`src/rtl/alu_exec_unit.sv`:
```
// Integer execute unit: single-cycle logic/arith/compare, iterative 1-bit-per-cycle shifter,
// registered result and zero flag behind a valid/ready handshake.
module alu_exec_unit #(
    parameter int XLEN = 32
) (
    input  logic            clk,
    input  logic            rst_n,
    input  logic            in_valid,
    output logic            in_ready,
    input  logic [3:0]      alu_control,
    input  logic [XLEN-1:0] operand_a,
    input  logic [XLEN-1:0] operand_b,
    output logic            out_valid,
    input  logic            out_ready,
    output logic [XLEN-1:0] result,
    output logic            zero
);

    // state | meaning
    // IDLE  | no request held, ready to accept
    // SHIFT | iterating a shift, one bit per cycle; inputs ignored
    // DONE  | result/zero valid, held until out_ready
    localparam int SW = $clog2(XLEN);

    typedef enum logic [1:0] {IDLE, SHIFT, DONE} state_t;

    state_t          state;
    logic [XLEN-1:0] shreg;
    logic [SW-1:0]   cnt;
    logic [1:0]      shop;
    logic            sign;

    logic            accept;
    logic            is_shift;
    logic [SW-1:0]   shamt;
    logic [XLEN-1:0] alu_res;
    logic [XLEN-1:0] load_val;
    logic [XLEN-1:0] shifted;

    assign in_ready  = (state == IDLE) || ((state == DONE) && out_ready);
    assign out_valid = (state == DONE);
    assign accept    = in_valid && in_ready;
    assign shamt     = operand_b[SW-1:0];
    assign is_shift  = (alu_control == 4'b0101) || (alu_control == 4'b0110) ||
                       (alu_control == 4'b0111);

    always_comb begin
        alu_res = operand_a + operand_b;
        case (alu_control)
            4'b0001: alu_res = operand_a - operand_b;
            4'b0010: alu_res = operand_a & operand_b;
            4'b0011: alu_res = operand_a | operand_b;
            4'b0100: alu_res = operand_a ^ operand_b;
            4'b1000: alu_res = {{(XLEN-1){1'b0}}, ($signed(operand_a) < $signed(operand_b))};
            4'b1001: alu_res = {{(XLEN-1){1'b0}}, (operand_a < operand_b)};
            default: alu_res = operand_a + operand_b;
        endcase
    end

    // A zero-length shift is just a pass-through of operand_a
    assign load_val = is_shift ? operand_a : alu_res;

    always_comb begin
        case (shop)
            2'b01:   shifted = {shreg[XLEN-2:0], 1'b0};
            2'b10:   shifted = {1'b0, shreg[XLEN-1:1]};
            default: shifted = {sign, shreg[XLEN-1:1]};
        endcase
    end

    always_ff @(posedge clk or negedge rst_n) begin
        if (!rst_n) begin
            state  <= IDLE;
            result <= '0;
            zero   <= 1'b1;
            shreg  <= '0;
            cnt    <= '0;
            shop   <= 2'b00;
            sign   <= 1'b0;
        end else begin
            case (state)
                IDLE, DONE: begin
                    if (accept) begin
                        if (is_shift && (shamt != '0)) begin
                            shreg <= operand_a;
                            cnt   <= shamt;
                            shop  <= alu_control[1:0];
                            sign  <= operand_a[XLEN-1];
                            state <= SHIFT;
                        end else begin
                            result <= load_val;
                            zero   <= (load_val == '0);
                            state  <= DONE;
                        end
                    end else if ((state == DONE) && out_ready) begin
                        state <= IDLE;
                    end
                end
                SHIFT: begin
                    cnt <= cnt - SW'(1);
                    if (cnt == SW'(1)) begin
                        result <= shifted;
                        zero   <= (shifted == '0);
                        state  <= DONE;
                    end else begin
                        shreg <= shifted;
                    end
                end
                default: state <= IDLE;
            endcase
        end
    end

endmodule

```
`config.mk`:
```
export PLATFORM = sky130hd
export DESIGN_NAME = alu_exec_unit
export DESIGN_NICKNAME = d
export VERILOG_FILES = /design/src/rtl/alu_exec_unit.sv
export SDC_FILE = /design/constraint.sdc
export NUM_CORES = 1
export LEC_CHECK = 0
export BUFFER_PORTS_ARGS = -buffer_cell sky130_fd_sc_hd__buf_2
export CORE_MARGIN = 5
export CORE_UTILIZATION = 40
export CTS_BUF_LIST = sky130_fd_sc_hd__clkbuf_16
export CTS_CLUSTER_DIAMETER = 100
export DETAILED_ROUTE_END_ITERATION = 12
export SYNTH_ARGS = -nofsm -noshare
export SYNTH_HDL_FRONTEND = slang
export SYNTH_SLANG_ARGS = --single-unit
```
`constraint.sdc`:
```
create_clock -name clk -period 3.1 [get_ports clk]
set_clock_uncertainty 0.2 [all_clocks]
set_input_delay 0.93 -clock clk [delete_from_list [all_inputs] [get_ports clk]]
set_output_delay 0.93 -clock clk [all_outputs]
set_load 0.02 [all_outputs]
```
==> Yosys cells after proc, flatten, opt, wreduce, memory -nomap -nowiden <==
Cells that the tools add are included.
{ "totals": {"regBits": 75, "in_bits": 72, "out_inout_bits": 35, "elab_cells": 75} }
{ "classes": {"addsub": 3, "n_lt_le_gt_ge": 2, "eq_ne": 20, "mux": 23, "bitwise": 3, "n_reduce_logical": 17} }
{ "op_table": {"columns": ["operator", "count"], "rows": [
  ["32-bit 2-to-1 mux", 7],
  ["32-bit case mux with 2 select lines", 3],
  ["32-bit case mux with 6 select lines", 1],
  ["32-bit logical NOT", 2],
  ["32-bit less-than comparator", 2],
  ["32-bit adder", 1],
  ["32-bit AND", 1],
  ["32-bit bitwise OR", 1],
  ["32-bit subtractor", 1],
  ["32-bit bitwise XOR", 1],
  ["4-bit by 3-bit equality test with 1-bit output (second input constant)", 4],
  ["5-bit 2-to-1 mux", 2],
  ["2-bit inequality test (second input constant)", 5],
  ["5-bit case mux with 2 select lines", 1],
  ["4-bit by 2-bit equality test with 1-bit output (second input constant)", 2],
  ["4-bit equality test (second input constant)", 2],
  ["2-bit 2-to-1 mux", 4],
  ["4-bit AND reduction", 2],
  ["3-bit AND reduction", 2],
  ["5-bit by 1-bit equality test with 1-bit output (second input constant)", 1],
  ["5-bit nonzero test", 1],
  ["5-bit by 1-bit subtractor with 5-bit output (second input constant)", 1],
  ["2-bit by 1-bit equality test with 1-bit output (second input constant)", 2],
  ["2-bit equality test (second input constant)", 2],
  ["11 further kinds", 17]
]} }

==> Longest topological paths before layout <==
Gate-level depths: netlist of the first run.
{ "depth": {"ltp_word": 8, "mapped_depth": 15, "ltp_nobuf": 15} }

==> Worst setup path before layout of the first run <==
No wires, ideal clock.
{ "synth_timing": {"path_kind": "input -> register", "start": "input port operand_a[0]", "end": "register zero", "setup_time_ns": 0.086, "t_arrival_ns": 4.191, "required_time_ns": 2.814, "slack_ns": -1.377, "stages": 15, "n_path_buf": 0, "cell_sequence": "inv_1 -> ha_1 -> inv_1 -> fa_1 -> nor2b_1 -> o311ai_1 -> a211oi_2 -> o2111ai_1 -> nand2_1 -> mux2i_1 -> or4b_1 -> a221o_1 -> nor4_1 -> nand4b_1 -> o31ai_2"} }
{ "synth_between": {"elab_chain_cells": 7, "elab_cells_between_ends": 13, "classes_between": "add/sub: 2; order compare: 2; mux: 5; bitwise: 3; reduce/logical: 1"} }
{ "synth_rtl": {"columns": ["item", "line_no", "text"], "rows": [
  ["start, declared", "11", "input logic [XLEN-1:0] operand_a,"],
  ["32-bit adder (tied with other cells)", "56", "default: alu_res = operand_a + operand_b;"],
  ["32-bit case mux with 6 select lines", "49", "case (alu_control)"],
  ["32-bit 2-to-1 mux (*)", "61", "assign load_val = is_shift ? operand_a : alu_res;"],
  ["32-bit logical NOT (*)", "92", "zero <= (load_val == '0);"],
  ["1-bit 2-to-1 mux (*)", "84", "if (is_shift && (shamt != '0)) begin"],
  ["1-bit 2-to-1 mux (*)", "83", "if (accept) begin"],
  ["1-bit case mux with 2 select lines (*)", "81", "case (state)"],
  ["end signal, assigned", "92", null],
  ["end signal, assigned", "103", "zero <= (shifted == '0);"],
  ["end, declared", "16", "output logic zero"]
]} }
Every way passes the cells marked *; elsewhere a longest branch is shown, timed or not. The select of a mux whose other input is x is not followed.
A chain may end at the register's enable or synchronous reset.

==> Worst setup path in the final report of the first run <==
{ "layout_timing": {"start": "input port operand_a[1]", "end": "register zero"} }
Same word-level chain as after synthesis.

==> results of run 1 <==
[worst register-to-register path, cell delays in order (launching register included)]
cell and delay, ns:
dfrtp_1 0.37, inv_1 0.07, ha_1 0.14, nor4b_1 0.27, buf_4 0.17, a32o_2 0.17, o211ai_2 0.09, or4_4 0.53
nor4b_2 0.26, or4b_4 0.52, nor4_4 0.16, nand4b_1 0.15, o31ai_2 0.22
[state kept, by name, summed over array words and instances, names as in the netlist]
signal and flops:
cnt 5, result 32, shop 2, shreg 32
sign 1, state 2, zero 1
[metrics by stage]
step | instances | total power, uW | TNS, ns | setup WS [ns]
2_1_floorplan | 1402 | 3950 | -6.58 | -0.994
3_3_place_gp | 2185 | 5740 | -28.07 | -1.52
3_5_place_dp | 2185 | 5790 | -29.08 | -1.62
4_1_cts | 2225 | 7120 | -13.31 | -1.08
5_1_grt | 2230 | 7730 | -17.74 | -1.10
6_report | 2231 | 7260 | -14.75 | -1.03
[timing repair]
item / CTS / global route
pin swaps: 71 / 60
resized for setup: 162 / 49
endpoints found under the setup margin: 29 / 30
setup buffers: 30 / 11
hold buffers: 0 / 0
[area by class of cell]
cell class,count,area (sq um),area share
diodes,1,2.50,0.000160
clock buffers,9,225,0.0144
clock inverters,7,68.8,0.00439
inverters,105,455,0.0290
multi-input cells,1124,8330,0.531
flip-flops and latches,75,1880,0.120
well taps,324,405,0.0259
repair buffers,586,4310,0.275
[path summary, 6_finish.rpt]
| path | end | slack (ns) | cells after the start |
|---|---|---|---|
| max | zero | -1.03 | 17 |
| min | result[5] | 0.27 | 2 |
| max reg2reg | zero | -0.30 | 12 |
| min reg2reg | result[5] | 0.27 | 2 |
| max in group asynchronous | zero | 1.67 | 2 |
| min in group asynchronous | result[4] | 0.36 | 1 |
[cells in the mapped netlist, types with 5 or more instances]
master,n,area [sq um]
a211o_1,5,43.8
a211oi_1,12,90.1
a21o_1,24,180
a21oi_1,112,561
a221oi_1,9,78.8
a22oi_1,35,263
a31oi_1,14,87.6
and2_1,8,50.1
and3_1,5,31.3
buf_1,8,30.0
buf_2,9,45.0
clkbuf_1,79,297
dfrtp_1,74,1850
ha_1,100,1250
inv_1,104,390
mux2i_1,10,100
nand2_1,163,612
nand2b_1,16,100
nand3_1,27,135
nand4_1,15,93.8
nor2_1,100,375
nor2b_1,35,219
nor3_1,22,110
nor4_1,12,75.1
o2111ai_1,5,43.8
o211ai_1,10,75.1
o21a_1,9,67.6
o21ai_0,204,1020
o21bai_1,9,67.6
o221ai_1,11,96.3
o22ai_1,11,68.8
o31ai_1,7,52.6
o32ai_1,6,52.6
or3_1,6,37.5
xnor2_1,29,254
xor2_1,6,52.6
[routing by layer]
metal | global-route usage | routed length, um | vias up
met5 | 0 | 0 | -
li1 | - | - | 6033
met2 | 0.486 | 19900 | 567
met4 | 0.0658 | 944 | 0
met3 | 0.0405 | 3710 | 70
met1 | 0.435 | 19800 | 6051
[cell families (layout without fill, tap and decap cells)]
| kind of cell | Yosys count | in the layout | synth area share |
|---|---|---|---|
| compound gates | 538 | 538 | 0.344 |
| simple gates | 438 | 438 | 0.211 |
| buf+inv | 203 | 707 | 0.0801 |
| fa+ha+maj | 102 | 102 | 0.131 |
| flops | 75 | 75 | 0.191 |
| xor+xnor | 35 | 35 | 0.0311 |
| mux | 11 | 11 | 0.0113 |
| other cells | 0 | 1 | 0 |
[power by group]
group | switching, uW | total, uW | leakage (uW) | internal [uW]
Clock | 417 | 1040 | 0.000141 | 620
Combinational | 2530 | 4490 | 0.00632 | 1970
Sequential | 307 | 1720 | 0.000913 | 1420
Total | 3250 | 7260 | 0.00737 | 4000
==> out/qor.yml, run 1 <==
synth:
  synthArstFlopShare: 1.00
  syn-mean-instance-area_sq_um: 7.02
  ys_seq_elements: 75
  ys.flop_type: "dfrtp_1"
  synth_fp_nets: 1576
  synth_cell_type_count: 85
  synth-edff-count: 0
  yosysWarnings: 0
  synthesis.area_sq_um: 9840
  netlist_instances: 1402
  ys_seq_area_frac: 0.191
clock_tree:
  insertion_delay_ns: 0.34
  clk_path_buf_depth: 2
  cts_tree: "yes"
  cts_buffers: 9
  cts.clk_slew.worst_paths_ns: 0.06
  cts_root_buf: "clkbuf_16"
  htree_levels: 3
  cts.sinks: 75
die:
  die-area_sq_um: 27800
  placementRows: 57
  initial_core_util: 0.406
  die_h_um: 167
  core_area_sq_um: 24200
  io_pins: 107
  die_width_um: 167
setup_path:
  crit_path_start_kind: "input pin"
  worstSetupEndpointType: "flip-flop"
  cp_max_fo: 3
  required_ns: 3.15
  critPathLaunch: "operand_a[1]"
  arrival_ns: 4.17
  crit_type: "input pin to flip-flop"
  cp_top_family: "simple AND/OR/NAND/NOR gates"
  max_stage_delay_ns: 0.52
  rr_startpoint: "cnt[1]"
  path_cells: "buf_2 > buf_4 > fa_2 > nor2b_4 > o311ai_4 > buf_6 > a211oi_4 > o2111ai_2 > nand2_1 > mux2i_1 > or4b_4 > buf_4 > buf_6 > nand2b_1 > a211oi_1 > nand4b_1 > o31ai_2"
  cp_slowest_cell: "or4b_4"
  cp.buffers_inverters: 5
sta:
  slew_violations: 0
  whs_ns: 0.265
  hold_viol_final: 0
  post-route-period-util: 1.33
  relSlewSlack: 0.473
  setup_viol: 29
  fin_crit_ns: 4.13
  grt_setup_unrepaired: "true"
  worst_pin_slew_ns: 0.790
  fmax_mhz: 242
  setup_slack_ns: -1.03
layout:
  nNetsFinal: 2075
  final_core_util: 0.647
  fillers: 2224
  final_cell_mix: "buf_4, o21ai_0, nand2_1, a21oi_1, buf_2"
  drive_gt1_frac: 0.418
  layout_commonest_cell: "buf_4"
  syn_to_final_growth_pct: 59.3
  design_area_sq_um: 15700
grt:
  antenna_found_initial: 1
  grtUsageTotal: 0.303
  grt-ovfl-total: 0
  grt_max_degree: 80
  grt_pass1_wl_mm: 68.1
  first_global_vias: 12106
power_and_ir_drop:
  peakVddDrop_mv: 0.534
  p_leak_uw: 0.00737
  powerDensity_nw_per_um2: 463
place:
  place.port_buffers: 106
  post-dp-hpwl_mm: 35.7
  place.gp.congestion: 1.05
  place_area_sq_um: 14300
worst_hold_path:
  hold_start: "result[5]"
  hold_class: "flip-flop to flip-flop"
status:
  status: "finished with violations"
  violations: "setup timing"
drt:
  vias_per_cell: 5.70
  wl_per_cell_um: 19.9
  drt.antenna.violating_nets: 0
  drc: 0
  first_iter_violations: 1297
  firstDrtPassIters: 6
  routed_wl_mm: 44.3
  vias: 12721
job:
  drv_cap: 0
Power figures use the tool's default switching activity.
==> run 2, diff against run 1 <==
--- a/config.mk
+++ b/config.mk
@@ -11,6 +11,7 @@
 export CTS_BUF_LIST = sky130_fd_sc_hd__clkbuf_16
 export CTS_CLUSTER_DIAMETER = 100
 export DETAILED_ROUTE_END_ITERATION = 12
+export REMOVE_ABC_BUFFERS = 1
 export SYNTH_ARGS = -nofsm -noshare
 export SYNTH_HDL_FRONTEND = slang
 export SYNTH_SLANG_ARGS = --single-unit
==> out/qor.yml, run 2 (synthesis results as in run 1) <==
status:
  status: "finished with violations"
  violations: "setup timing"
clock_tree:
  cts.clk_slew.worst_paths_ns: 0.06  # about the same
  htree_levels: 3  # unchanged
  cts.sinks: 75  # unchanged
  insertion_delay_ns: 0.33  # about the same
  clk_path_buf_depth: 2  # unchanged
  cts_root_buf: "clkbuf_16"
  cts_tree: "yes"
  cts_buffers: 9  # unchanged
drt:
  drc: 0  # unchanged
  first_iter_violations: 1382  # +6.6%
  vias: 12855  # +1.1%
  firstDrtPassIters: 6  # unchanged
  drt.antenna.violating_nets: 0  # unchanged
  routed_wl_mm: 45.3  # +2.2%
  wl_per_cell_um: 20.4  # +2.9%
  vias_per_cell: 5.80  # +1.7%
layout:
  largestRegisters: "result: 32 flops, shreg: 32 flops, cnt: 5 flops"
  fin_cells: 2216  # -0.67%
  syn_to_final_growth_pct: 60.9
  design_area_sq_um: 15800  # +1.0%
  drive_gt1_frac: 0.425  # +0.00702
  nNetsFinal: 2062  # -0.63%
  layout_commonest_cell: "buf_4"
  multi_input_area_sq_um: 8550  # +2.7%
  regArea_sq_um: 1880  # unchanged
  fillers: 2111  # -5.1%
  final_cell_mix: "buf_4, o21ai_0, nand2_1, buf_2, a21oi_1"
job:
  drv_cap: 0  # unchanged
place:
  dp.cells: 2163  # -1.0%
  place.port_buffers: 106  # unchanged
  post-dp-hpwl_mm: 35.2  # -1.4%
  dp_slack_ns: -1.89  # -0.274 ns
  place_area_sq_um: 13700  # -3.7%
  place.gp.congestion: 1.03  # -2.1%
sta:
  grt_setup_unrepaired: "true"
  fin_crit_ns: 4.34  # +0.210 ns
  setup_viol: 28  # -3.4%
  finalSetupTns_ns: -15.71  # -0.959 ns
  post-route-period-util: 1.40  # +0.0678
  hold_viol_final: 0  # unchanged
  worst_pin_slew_ns: 0.782  # -0.00882 ns
  slew_violations: 0  # unchanged
  relSlewSlack: 0.474  # +0.00108
  setup_slack_ns: -1.24  # -0.210 ns
  fmax_mhz: 231  # -4.8%
die:
  core_area_sq_um: 24200  # unchanged
  die-area_sq_um: 27800  # unchanged
  placementRows: 57  # unchanged
  die_width_um: 167  # unchanged
  io_pins: 107  # unchanged
  initial_core_util: 0.406  # unchanged
  die_h_um: 167  # unchanged
grt:
  antenna_found_initial: 2  # +1
  grt_max_degree: 80  # unchanged
  grt-ovfl-total: 0  # unchanged
  first_global_vias: 12283  # +1.5%
  grtUsageTotal: 0.309  # +0.00658
  grt_pass1_wl_mm: 69.1  # +1.6%
setup_path:
  arrival_ns: 4.39  # +0.22 ns
  cp_slowest_cell: "or4b_4"
  path_cells: "buf_8 > buf_6 > ha_4 > buf_6 > a21o_1 > nand4_1 > a2111o_1 > nand2_2 > xnor2_1 > a211o_1 > o32a_1 > or4b_4 > nor4_4 > nand4b_1 > o31ai_2"
  max_stage_delay_ns: 0.59  # +0.07 ns
  worstSetupEndpointType: "flip-flop"
  crit_path_start_kind: "input pin"
  crit_type: "input pin to flip-flop"
  crit_top_cell: "buf_6"
  cp.buffers_inverters: 3  # -2
  cp_max_fo: 3  # unchanged
  required_ns: 3.15  # about the same
  cp_top_family: "compound AO/OA/AOI/OAI gates"
power_and_ir_drop:
  powerDensity_nw_per_um2: 456  # -1.4%
  p_leak_uw: 0.00738  # +0.17%
  power_uw: 7230  # -0.42%
  peakVddDrop_mv: 0.418  # -22%
worst_hold_path:
  hold_class: "flip-flop to flip-flop"
[run 2: cell types whose count changed in the layout (fill, tap and decap cells not counted), moves of 4 or more]
cell      delta
buf_4       -39
ha_1         -5
a21oi_1      -5
o21ai_1      -9
buf_8        +4
a21oi_4      +4
a211oi_2     -4
buf_6       +21
o21ai_2      +8
[run 2: what timing repair did]
item                                    4_1_cts  5_1_grt
setup buffers                                36       18
hold buffers                                  0        0
pin swaps                                   101       74
endpoints found under the setup margin       29       30
gates resized for setup                     299       81
[run 2: final timing paths]
kind / start / to / slack [ns] / cells after the start
min reg2reg: result[16] / result[16] / 0.26 / 2
max in group asynchronous: rst_n / result[25] / 1.76 / 2
max: operand_a[0] / zero / -1.24 / 15
max reg2reg: cnt[1] / zero / -0.40 / 12
min in group asynchronous: rst_n / cnt[3] / 0.36 / 1
min: result[16] / result[16] / 0.26 / 2
[run 2: area by class of cell]
cell class                      instances  area share
Sequential cell                        75       0.119
Inverter                              105      0.0262
Clock buffer                            9      0.0142
Timing Repair Buffer                  573       0.274
Multi-Input combinational cell       1124       0.540
Clock inverter                          5     0.00150
Tap cell                              324      0.0256
Antenna cell                            1    0.000158
[run 2: report_power, final]
group          leakage (uW)  internal, uW  switching, uW
clock network      0.000123           522            378
registers          0.000913          1420            301
logic               0.00635          2010           2590
total               0.00738          3950           3270
[run 2: per-stage QoR]
step	utilization	hold slack (ns)
floorplan	-	0.250
CTS	0.635	0.264
finish	0.653	0.261
global route	0.653	0.293
detailed placement	0.566	0.252
global placement	0.566	0.244
[run 2: layer usage]
metal,part of all wire,global-route usage,up-vias
li1,-,-,6010
met5,0.00040,0,-
met1,0.43,0.431,6150
met2,0.45,0.489,606
met4,0.031,0.0982,2
met3,0.088,0.0521,87
[run 2: worst min-delay path, delay by kind of cell, from the launching register on]
kind / cells / cell delay, ns
and+or+nand+nor: 2 / 0.10
DFF: 1 / 0.34
==> run 3, diff against run 2 <==
--- a/config.mk
+++ b/config.mk
@@ -7,7 +7,7 @@
 export LEC_CHECK = 0
 export BUFFER_PORTS_ARGS = -buffer_cell sky130_fd_sc_hd__buf_2
 export CORE_MARGIN = 5
-export CORE_UTILIZATION = 40
+export CORE_UTILIZATION = 38
 export CTS_BUF_LIST = sky130_fd_sc_hd__clkbuf_16
 export CTS_CLUSTER_DIAMETER = 100
 export DETAILED_ROUTE_END_ITERATION = 12
==> out/qor.yml, run 3 (synthesis results as in run 1) <==
clock_tree:
  cts.sinks: 75  # unchanged
  cts.clk_slew.worst_paths_ns: 0.06  # about the same
  insertion_delay_ns: 0.34  # about the same
  cts_root_buf: "clkbuf_16"
  cts_tree: "yes"
  postCtsHoldBufs: 0  # unchanged
  htree_levels: 3  # unchanged
  cts_buffers: 9  # unchanged
  clk_path_buf_depth: 2  # unchanged
grt:
  grt_pass1_wl_mm: 68.6  # -0.79%
  antenna_found_initial: 2  # unchanged
  grt_max_degree: 80  # unchanged
  grt-ovfl-total: 0  # unchanged
  grtUsageTotal: 0.297  # -0.0125
  first_global_vias: 12362  # +0.64%
drt:
  wl_met1_mm: 19.5  # -0.31%
  highest_layer: "met4"
  met2_wirelength_mm: 20.7  # +1.9%
  first_iter_violations: 1399  # +1.2%
  routed_wl_mm: 45.4  # +0.29%
  vias_per_cell: 5.77  # -0.62%
  vias: 12885  # +0.23%
  drt.antenna.violating_nets: 0  # unchanged
  firstDrtPassIters: 6  # unchanged
  wl_per_cell_um: 20.3  # -0.57%
  dr_wl_met3_mm: 3.44  # -14%
  drc: 0  # unchanged
power_and_ir_drop:
  power_uw: 7520  # +4.0%
  p_leak_uw: 0.00747  # +1.2%
  peakVddDrop_mv: 0.604  # +45%
  switching_share: 0.439  # -0.0140
  combPwrFrac: 0.614  # -0.024
  powerDensity_nw_per_um2: 469  # +2.8%
  netSwitchingPower_uw: 3300  # +0.82%
  internal_power_uw: 4220  # +6.7%
  p_seq_frac: 0.229  # -0.009
  clockPowerShare: 0.157  # +0.033
setup_path:
  cp_slowest_cell: "or4b_4"
  required_ns: 3.16  # about the same
  path_cells: "buf_12 > inv_6 > ha_4 > a21o_1 > nand4_1 > a2111o_1 > nand2_2 > xnor2_2 > a211o_1 > o32a_1 > or4b_4 > nor4_4 > nand4b_1 > o31ai_2"
  max_stage_delay_ns: 0.57  # -0.02 ns
  cp_max_fo: 4  # +1
  arrival_ns: 4.26  # -0.13 ns
  crit_path_start_kind: "input pin"
  crit_type: "input pin to flip-flop"
  worstSetupEndpointType: "flip-flop"
layout:
  design_area_sq_um: 16000  # +1.2%
  drive_gt1_frac: 0.425  # about the same
  layout_commonest_cell: "buf_4"
  syn_to_final_growth_pct: 62.8
  final_cell_mix: "buf_4, o21ai_0, nand2_1, a21oi_1, nor2_1"
  nNetsFinal: 2068  # +0.29%
  final_core_util: 0.622  # -0.0312
  largestRegisters: "result: 32 flops, shreg: 32 flops, cnt: 5 flops"
sta:
  fin_crit_ns: 4.20  # -0.138 ns
  worst_pin_slew_ns: 0.766  # -0.0152 ns
  setup_slack_ns: -1.10  # +0.138 ns
  fmax_mhz: 238  # +3.3%
  post-route-period-util: 1.35  # -0.0446
  whs_ns: 0.268  # +0.00651 ns
  relSlewSlack: 0.489  # +0.0149
  slew_violations: 0  # unchanged
  setup_viol: 27  # -3.6%
  hold_viol_final: 0  # unchanged
  grt_setup_unrepaired: "true"
status:
  status: "finished with violations"
  violations: "setup timing"
die:
  die_h_um: 171  # +2.4%
  core_area_sq_um: 25800  # +6.2%
  die_width_um: 171  # +2.4%
  initial_core_util: 0.382  # -0.0239
  io_pins: 107  # unchanged
  placementRows: 59  # +3.5%
  die-area_sq_um: 29200  # +4.9%
job:
  drv_cap: 0  # unchanged
place:
  place.gp.congestion: 0.960  # -7.0%
  place.port_buffers: 106  # unchanged
  place_area_sq_um: 13700  # about the same
  post-dp-hpwl_mm: 35.0  # -0.35%
worst_hold_path:
  hold_class: "flip-flop to flip-flop"
run 3: per-stage QoR:
step           cells  TNS, ns  setup slack [ns]
4_1_cts         2212   -14.27             -1.11
5_1_grt         2235   -16.28             -1.23
6_report        2235   -14.14             -1.10
2_1_floorplan   1304   -92.37             -2.15
3_3_place_gp    2177   -31.96             -1.92
3_5_place_dp    2177   -32.98             -1.88
run 3: layout make-up:
cell class	count	area [sq um]
fillers	2318	9740
multi-input cells	1124	8560
repair buffers	579	4420
flip-flops and latches	75	1880
inverters	105	422
well taps	335	419
clock buffers	9	225
clock inverters	7	106
diodes	1	2.50
run 3: repair_timing:
action	in CTS	in global routing
buffers inserted	22	28
pin swaps	87	87
endpoints found under the hold margin	0	0
endpoints found under the setup margin	29	30
gates resized for setup	236	156
run 3: worst paths after layout:
path / startpoint / end / slack, ns / cells after the start
worst max-delay path: operand_a[1] / zero / -1.10 / 14
worst min-delay path: result[5] / result[5] / 0.27 / 2
worst max register to register: cnt[1] / zero / -0.36 / 12
worst min register to register: result[5] / result[5] / 0.27 / 2
max in group asynchronous: rst_n / zero / 1.94 / 2
min in group asynchronous: rst_n / cnt[3] / 0.40 / 2
run 3: worst max-delay path: cells and delay by family:
family | cells | cell delay, ns
AO/OA/AOI/OAI | 5 | 1.59
AND/OR/NAND/NOR | 5 | 1.28
adder cells (fa/ha/maj) | 1 | 0.25
buffers and inverters | 2 | 0.13
XOR/XNOR | 1 | 0.06
run 3: layer usage:
| layer | up-vias | GRT usage |
|---|---|---|
| li1 | 6017 | - |
| met1 | 6158 | 0.421 |
| met2 | 592 | 0.465 |
| met3 | 118 | 0.0319 |
| met4 | 0 | 0.115 |
| met5 | - | 0 |
run 3: power groups by stage:
stage          Sequential (uW)  Clock [uW]  Combinational [uW]
6_report                  1720        1180                4620
5_1_grt                   1780        1230                4970
3_3_place_gp              1720           0                3890
4_1_cts                   1720        1180                4260
2_1_floorplan             1910           0                1840
3_5_place_dp              1730           0                3930
